`config.mk`:
```
export PLATFORM = sky130hd
export DESIGN_NAME = instr_fetch
export DESIGN_NICKNAME = d
export VERILOG_FILES = /design/src/rtl/instr_fetch.sv
export SDC_FILE = /design/constraint.sdc
export NUM_CORES = 2
export LEC_CHECK = 0
export CAP_MARGIN = 25
export CORE_MARGIN = 1
export CORE_UTILIZATION = 63
export CTS_CLUSTER_DIAMETER = 80
export DETAILED_ROUTE_END_ITERATION = 10
export DONT_BUFFER_PORTS = 1
export PLACE_DENSITY = 0.79
export SYNTH_ARGS = -nofsm -noshare
export SYNTH_HDL_FRONTEND = slang
export SYNTH_SLANG_ARGS = --single-unit
```
`constraint.sdc`:
```
create_clock -name Clock -period 5.04 [get_ports Clock]
set_input_delay 1.26 -clock Clock [delete_from_list [all_inputs] [get_ports Clock]]
set_output_delay 1.26 -clock Clock [all_outputs]
set_load 0.1 [all_outputs]
```
`src/rtl/instr_fetch.sv`:
```
// Fetch stage: program counter plus loadable instruction memory. It issues one
// registered instruction per unstalled cycle and resolves JMP and HALT locally.
`ifndef ISIZE
`define ISIZE 15
`endif

module instr_fetch #(
  parameter int         AW      = 8,
  parameter logic [3:0] HALT_OP = 4'hF,
  parameter logic [3:0] JMP_OP  = 4'hE
) (
  input  logic              Clock,
  input  logic              Reset,
  input  logic              Start,
  input  logic              LoadEn,
  input  logic [AW-1:0]     LoadAddr,
  input  logic [`ISIZE:0]   LoadData,
  input  logic              Stall,
  output logic [`ISIZE:0]   Instruction,
  output logic              InstrValid,
  output logic [AW-1:0]     PC,
  output logic              Halted
);

  typedef enum logic [1:0] {
    IDLE = 2'd0,
    RUN  = 2'd1,
    HALT = 2'd2
  } state_t;

  state_t            state;
  state_t            state_next;
  logic [AW-1:0]     pc_next;
  logic [`ISIZE:0]   instr_next;
  logic              valid_next;
  logic              halted_next;
  logic              mem_we;
  logic [`ISIZE:0]   word;
  logic [3:0]        opcode;

  logic [`ISIZE:0]   mem [2**AW];

  // The word at PC is read combinationally so a fetch completes in one cycle.
  assign word   = mem[PC];
  assign opcode = word[`ISIZE -: 4];

  // Program loading is only allowed while the stage is not running.
  assign mem_we = LoadEn && (state != RUN);

  // Memory write port; contents deliberately survive reset.
  always_ff @(posedge Clock) begin
    if (mem_we) begin
      mem[LoadAddr] <= LoadData;
    end
  end

  // Next-state and next-output logic; everything holds unless a rule fires.
  always_comb begin
    state_next  = state;
    pc_next     = PC;
    instr_next  = Instruction;
    valid_next  = InstrValid;
    halted_next = Halted;
    case (state)
      IDLE, HALT: begin
        valid_next = 1'b0;
        if (Start) begin
          state_next  = RUN;
          pc_next     = '0;
          halted_next = 1'b0;
        end
      end
      RUN: begin
        if (!Stall) begin
          if (opcode == JMP_OP) begin
            pc_next    = word[AW-1:0];
            valid_next = 1'b0;
          end else if (opcode == HALT_OP) begin
            state_next  = HALT;
            halted_next = 1'b1;
            valid_next  = 1'b0;
          end else begin
            instr_next = word;
            valid_next = 1'b1;
            pc_next    = PC + AW'(1);
          end
        end
      end
      default: begin
        state_next  = IDLE;
        pc_next     = '0;
        valid_next  = 1'b0;
        halted_next = 1'b0;
      end
    endcase
  end

  // State and output registers with asynchronous active-low reset.
  always_ff @(posedge Clock or negedge Reset) begin
    if (!Reset) begin
      state       <= IDLE;
      PC          <= '0;
      Instruction <= '0;
      InstrValid  <= 1'b0;
      Halted      <= 1'b0;
    end else begin
      state       <= state_next;
      PC          <= pc_next;
      Instruction <= instr_next;
      InstrValid  <= valid_next;
      Halted      <= halted_next;
    end
  end

endmodule

```
==> flow_summary.ini <==
[drt]
routed_via_count_divided_by_cell_count = 7.44
route.final.wire_length_mm = 451
routedWlPerCell_um = 41.9
dr_wl_met2_mm = 215
detail_route.drc_violations = 0
detail_route.iter0.violations = 14100
wl_met3_mm = 62.3
vias = 80100
highest_layer = met5
detail-route-antenna-nets = 0
wl_met1_mm = 139
drt_pre_antenna_iters = 9

[setup_path]
cpLargestDelayFamily = compound AO/OA/AOI/OAI gates
crit_path_max_incr_delay_ns = 1.04
timing.critical_path.mode_cell = sky130_fd_sc_hd__buf_4
setup.worst_path.end_class = register
path_class = register to register
cp_data_arrival_time_ns = 5.90
critical_path.max_fanout = 40
timing.critical_path.from_type = register
critPathBufInv = 2
cells_along_the_critical_path = nand2b_1 > a211oi_1 > a221oi_1 > a2111oi_0 > buf_4 > a22o_1 > a221o_1 > or3_1 > nand2_1 > buf_4 > mux2_2
crit_slowest_cell = sky130_fd_sc_hd__dfrtp_4
worstPathRequired_ns = 5.91

[timing]
finalSetupViolCount = 0
rsz0062_at_grt = no
setup_tns_ns = 0
fin_worst_hold_slack_ns = 0.0825
timing_hold_violations_final = 0
tightest_slew_ns = 1.46
max_slew_headroom_pct = 2.58
slew_viol_final = 0
finalWorstSetupSlack_ns = 0.00855
finClkSkew_ns = 0.0646
fmax_mhz = 199
timing.final.crit_share_pct = 99.8
final.min_clock_period_ns = 5.03

[cells_and_area]
syn2layout_area_growth_pct = 12.5
final_net_count = 7129
postLayoutCellArea_um2 = 178000
register_area_um2 = 124000
post_route_cells_drive_above_1_share_pct = 32.8
area_of_the_multi_input_gates_um2 = 32900
num-fill-cells = 12800
stdcell_count = 10800

[synth]
synth.net_count = 6572
ys.warnings.count = 0
synth.avg_cell_area_um2 = 24.2
ys_seq_area_share_pct = 78.1
multiplexer_area_fraction_after_synthesis_pct = 18.4
yosysMostFrequentCell = sky130_fd_sc_hd__edfxtp_1
main_combinational_cell_family_by_area_after_synthesis = multiplexers
synth-compound-area-share_pct = 0.826
yosys.area_share.adder_pct = 0.00790
netlist_top_cells_area = sky130_fd_sc_hd__edfxtp_1 (78%), sky130_fd_sc_hd__mux4_2 (18%), sky130_fd_sc_hd__nor2_1 (0.69%), sky130_fd_sc_hd__dfrtp_1 (0.43%), sky130_fd_sc_hd__mux2i_1 (0.39%)
yosys.area_share.xor_xnor_pct = 0
synth_cell_types = 60
synth_area_leader_cell = sky130_fd_sc_hd__edfxtp_1
yosys-top-cells-count = sky130_fd_sc_hd__edfxtp_1 (4096), sky130_fd_sc_hd__mux4_2 (1251), sky130_fd_sc_hd__nor2_1 (290)
netlist_instances = 6542
asyncSetResetFlopFracSynth_pct = 0.655
post_synth_edffs = 4096
synth-simple-area-share_pct = 1.43
mappedNetlistArea_um2 = 158000
total_of_flip_flops_plus_latches_after_synthesis = 4123
netlist.area_leader.share_pct = 77.7
yosys_most_used_dff = sky130_fd_sc_hd__edfxtp_1

[clocking]
maximum_root_to_sink_buffer_count = 4
cts_htree_levels = 5
cts_tree = done
path_clk_slew_ns = 0.07
number_of_buffers_added_by_the_clock_tree_synthesis_step = 406
clk_root_buffer_cell = sky130_fd_sc_hd__clkbuf_16
clk_latency_ns = 1.00
clock-sinks = 4123
postCtsSetupRepairBufs = 0

[global_route]
grt_start_max_net_pins = 257
grt_use_total_pct = 36.5
first_global_vias = 81100
grt_overflow_total = 0
grt_pass1_wl_mm = 630
number_of_antenna_violations_at_the_first_check_in_global_routing = 36

[placed_design]
dp_worst_setup_slack_ns = 0.426
place_inst = 10000
number_of_i_o_port_buffers = 0
gpl.final_weighted_congestion = 0.941
postPlaceCellArea_um2 = 165000
dp_hpwl_mm = 227

[power_and_ir_drop]
power-per-cell-area_nw_per_um2 = 514
power.switching_mw = 26.5
internal_power_mw = 65.0
power_leakage_nw = 55.0
switching_share_pct = 28.9
share_comb_of_total_power_pct = 25.7
vdd_ir_drop_max_v = 0.000387
power.share.clock_pct = 32.5
p_seq_share_pct = 41.8

[floorplanning]
initial_utilization_pct = 63.5
fp.dieArea_um2 = 253000
floorplan_die_width_um = 503
io_pins = 55
coreArea_um2 = 249000
die_h_um = 503
row_count = 183

[run_status]
outcome = finished, final reports clean

[min_path]
hp-class = input pin to async pin

[run]
timing.max_cap.violations = 0
per-stage QoR:
stage | total power, mW | util (%)
final | 91.5 | 71.5
after global routing | 92.9 | 71.4
after CTS | 90.9 | 71.4
after detailed placement | 61.1 | 66.3
after global placement | 60.6 | 66.2
after floorplan | 53.9 | -
final timing paths:
check                           slack (ns)  cells past startpoint                         end                       start
worst max-delay path                 0.009                     11  Instruction[1]$_DFFE_PN0P_           PC[3]$_DFFE_PN0P_
worst min-delay path                  0.08                      1           PC[1]$_DFFE_PN0P_                       Reset
worst max register to register       0.009                     11  Instruction[1]$_DFFE_PN0P_           PC[3]$_DFFE_PN0P_
worst min register to register        0.61                      2  Instruction[0]$_DFFE_PN0P_  Instruction[0]$_DFFE_PN0P_
max in group asynchronous             4.75                      1           PC[0]$_DFFE_PN0P_                       Reset
min in group Clock                    0.35                      0       mem[103][0]$_DFFE_PP_                 LoadData[0]
cells in the final DEF (no fill, tap or decap), types with 7 or more instances in the layout:
cell,instances
sky130_fd_sc_hd__a211oi_1,7
sky130_fd_sc_hd__a21oi_1,26
sky130_fd_sc_hd__a22o_1,8
sky130_fd_sc_hd__a22oi_1,61
sky130_fd_sc_hd__and2_1,8
sky130_fd_sc_hd__buf_12,61
sky130_fd_sc_hd__buf_4,450
sky130_fd_sc_hd__bufinv_16,35
sky130_fd_sc_hd__clkbuf_1,67
sky130_fd_sc_hd__clkbuf_16,412
sky130_fd_sc_hd__clkinv_1,89
sky130_fd_sc_hd__clkinv_2,79
sky130_fd_sc_hd__clkinvlp_4,24
sky130_fd_sc_hd__dfrtp_1,19
sky130_fd_sc_hd__diode_2,34
sky130_fd_sc_hd__edfxtp_1,4096
sky130_fd_sc_hd__mux2_2,23
sky130_fd_sc_hd__mux2i_1,61
sky130_fd_sc_hd__mux4_2,1251
sky130_fd_sc_hd__nand2_1,98
sky130_fd_sc_hd__nand3_1,38
sky130_fd_sc_hd__nand3_2,9
sky130_fd_sc_hd__nand4_1,16
sky130_fd_sc_hd__nor2_1,235
sky130_fd_sc_hd__nor2_2,55
sky130_fd_sc_hd__nor2b_1,29
sky130_fd_sc_hd__nor3_1,7
sky130_fd_sc_hd__nor4_1,8
sky130_fd_sc_hd__o21ai_0,24
sky130_fd_sc_hd__o22ai_1,7
cells by family after synthesis:
family | after synthesis
flops | 4123
mux | 1337
simple gates | 523
buf+inv | 373
compound gates | 185
fa+ha+maj | 1
flip-flops by register name, summed over array words and instances, names as in the netlist:
signal and cells:
mem 4096, Instruction 16, PC 8, Halted 1, InstrValid 1, state 1
repair_timing:
| action | CTS | global route |
|---|---|---|
| endpoints found under the hold margin | 27 | 0 |
| gates resized for setup | 0 | 1 |
| hold buffers | 1 | 0 |
| setup endpoints to repair | 0 | 18 |
per-layer routing:
metal	vias to the layer above	track usage, %
li1	29300	-
met1	41300	46.2
met2	7745	56.5
met3	1710	10.4
met4	36	22.8
met5	-	0.343
power by group through the flow:
stage / logic, mW / registers [mW] / clock network, mW
3_5_place_dp: 22.2 / 38.9 / 0
2_1_floorplan: 14.6 / 39.3 / 0
6_report: 23.5 / 38.3 / 29.8
3_3_place_gp: 21.2 / 39.4 / 0
5_1_grt: 23.8 / 38.2 / 30.9
4_1_cts: 23.0 / 38.2 / 29.7
area by class of cell:
cell class              count  share of cell area [%]
inverters                   7                  0.0162
well taps                3330                    2.34
clock buffers             479                    5.93
repair buffers            515                    2.61
flip-flops and latches   4123                    69.4
diodes                     34                  0.0478
multi-input cells        2046                    18.4
clock inverters           238                    1.19
No activity file was read; power rests on OpenSTA's default activity.
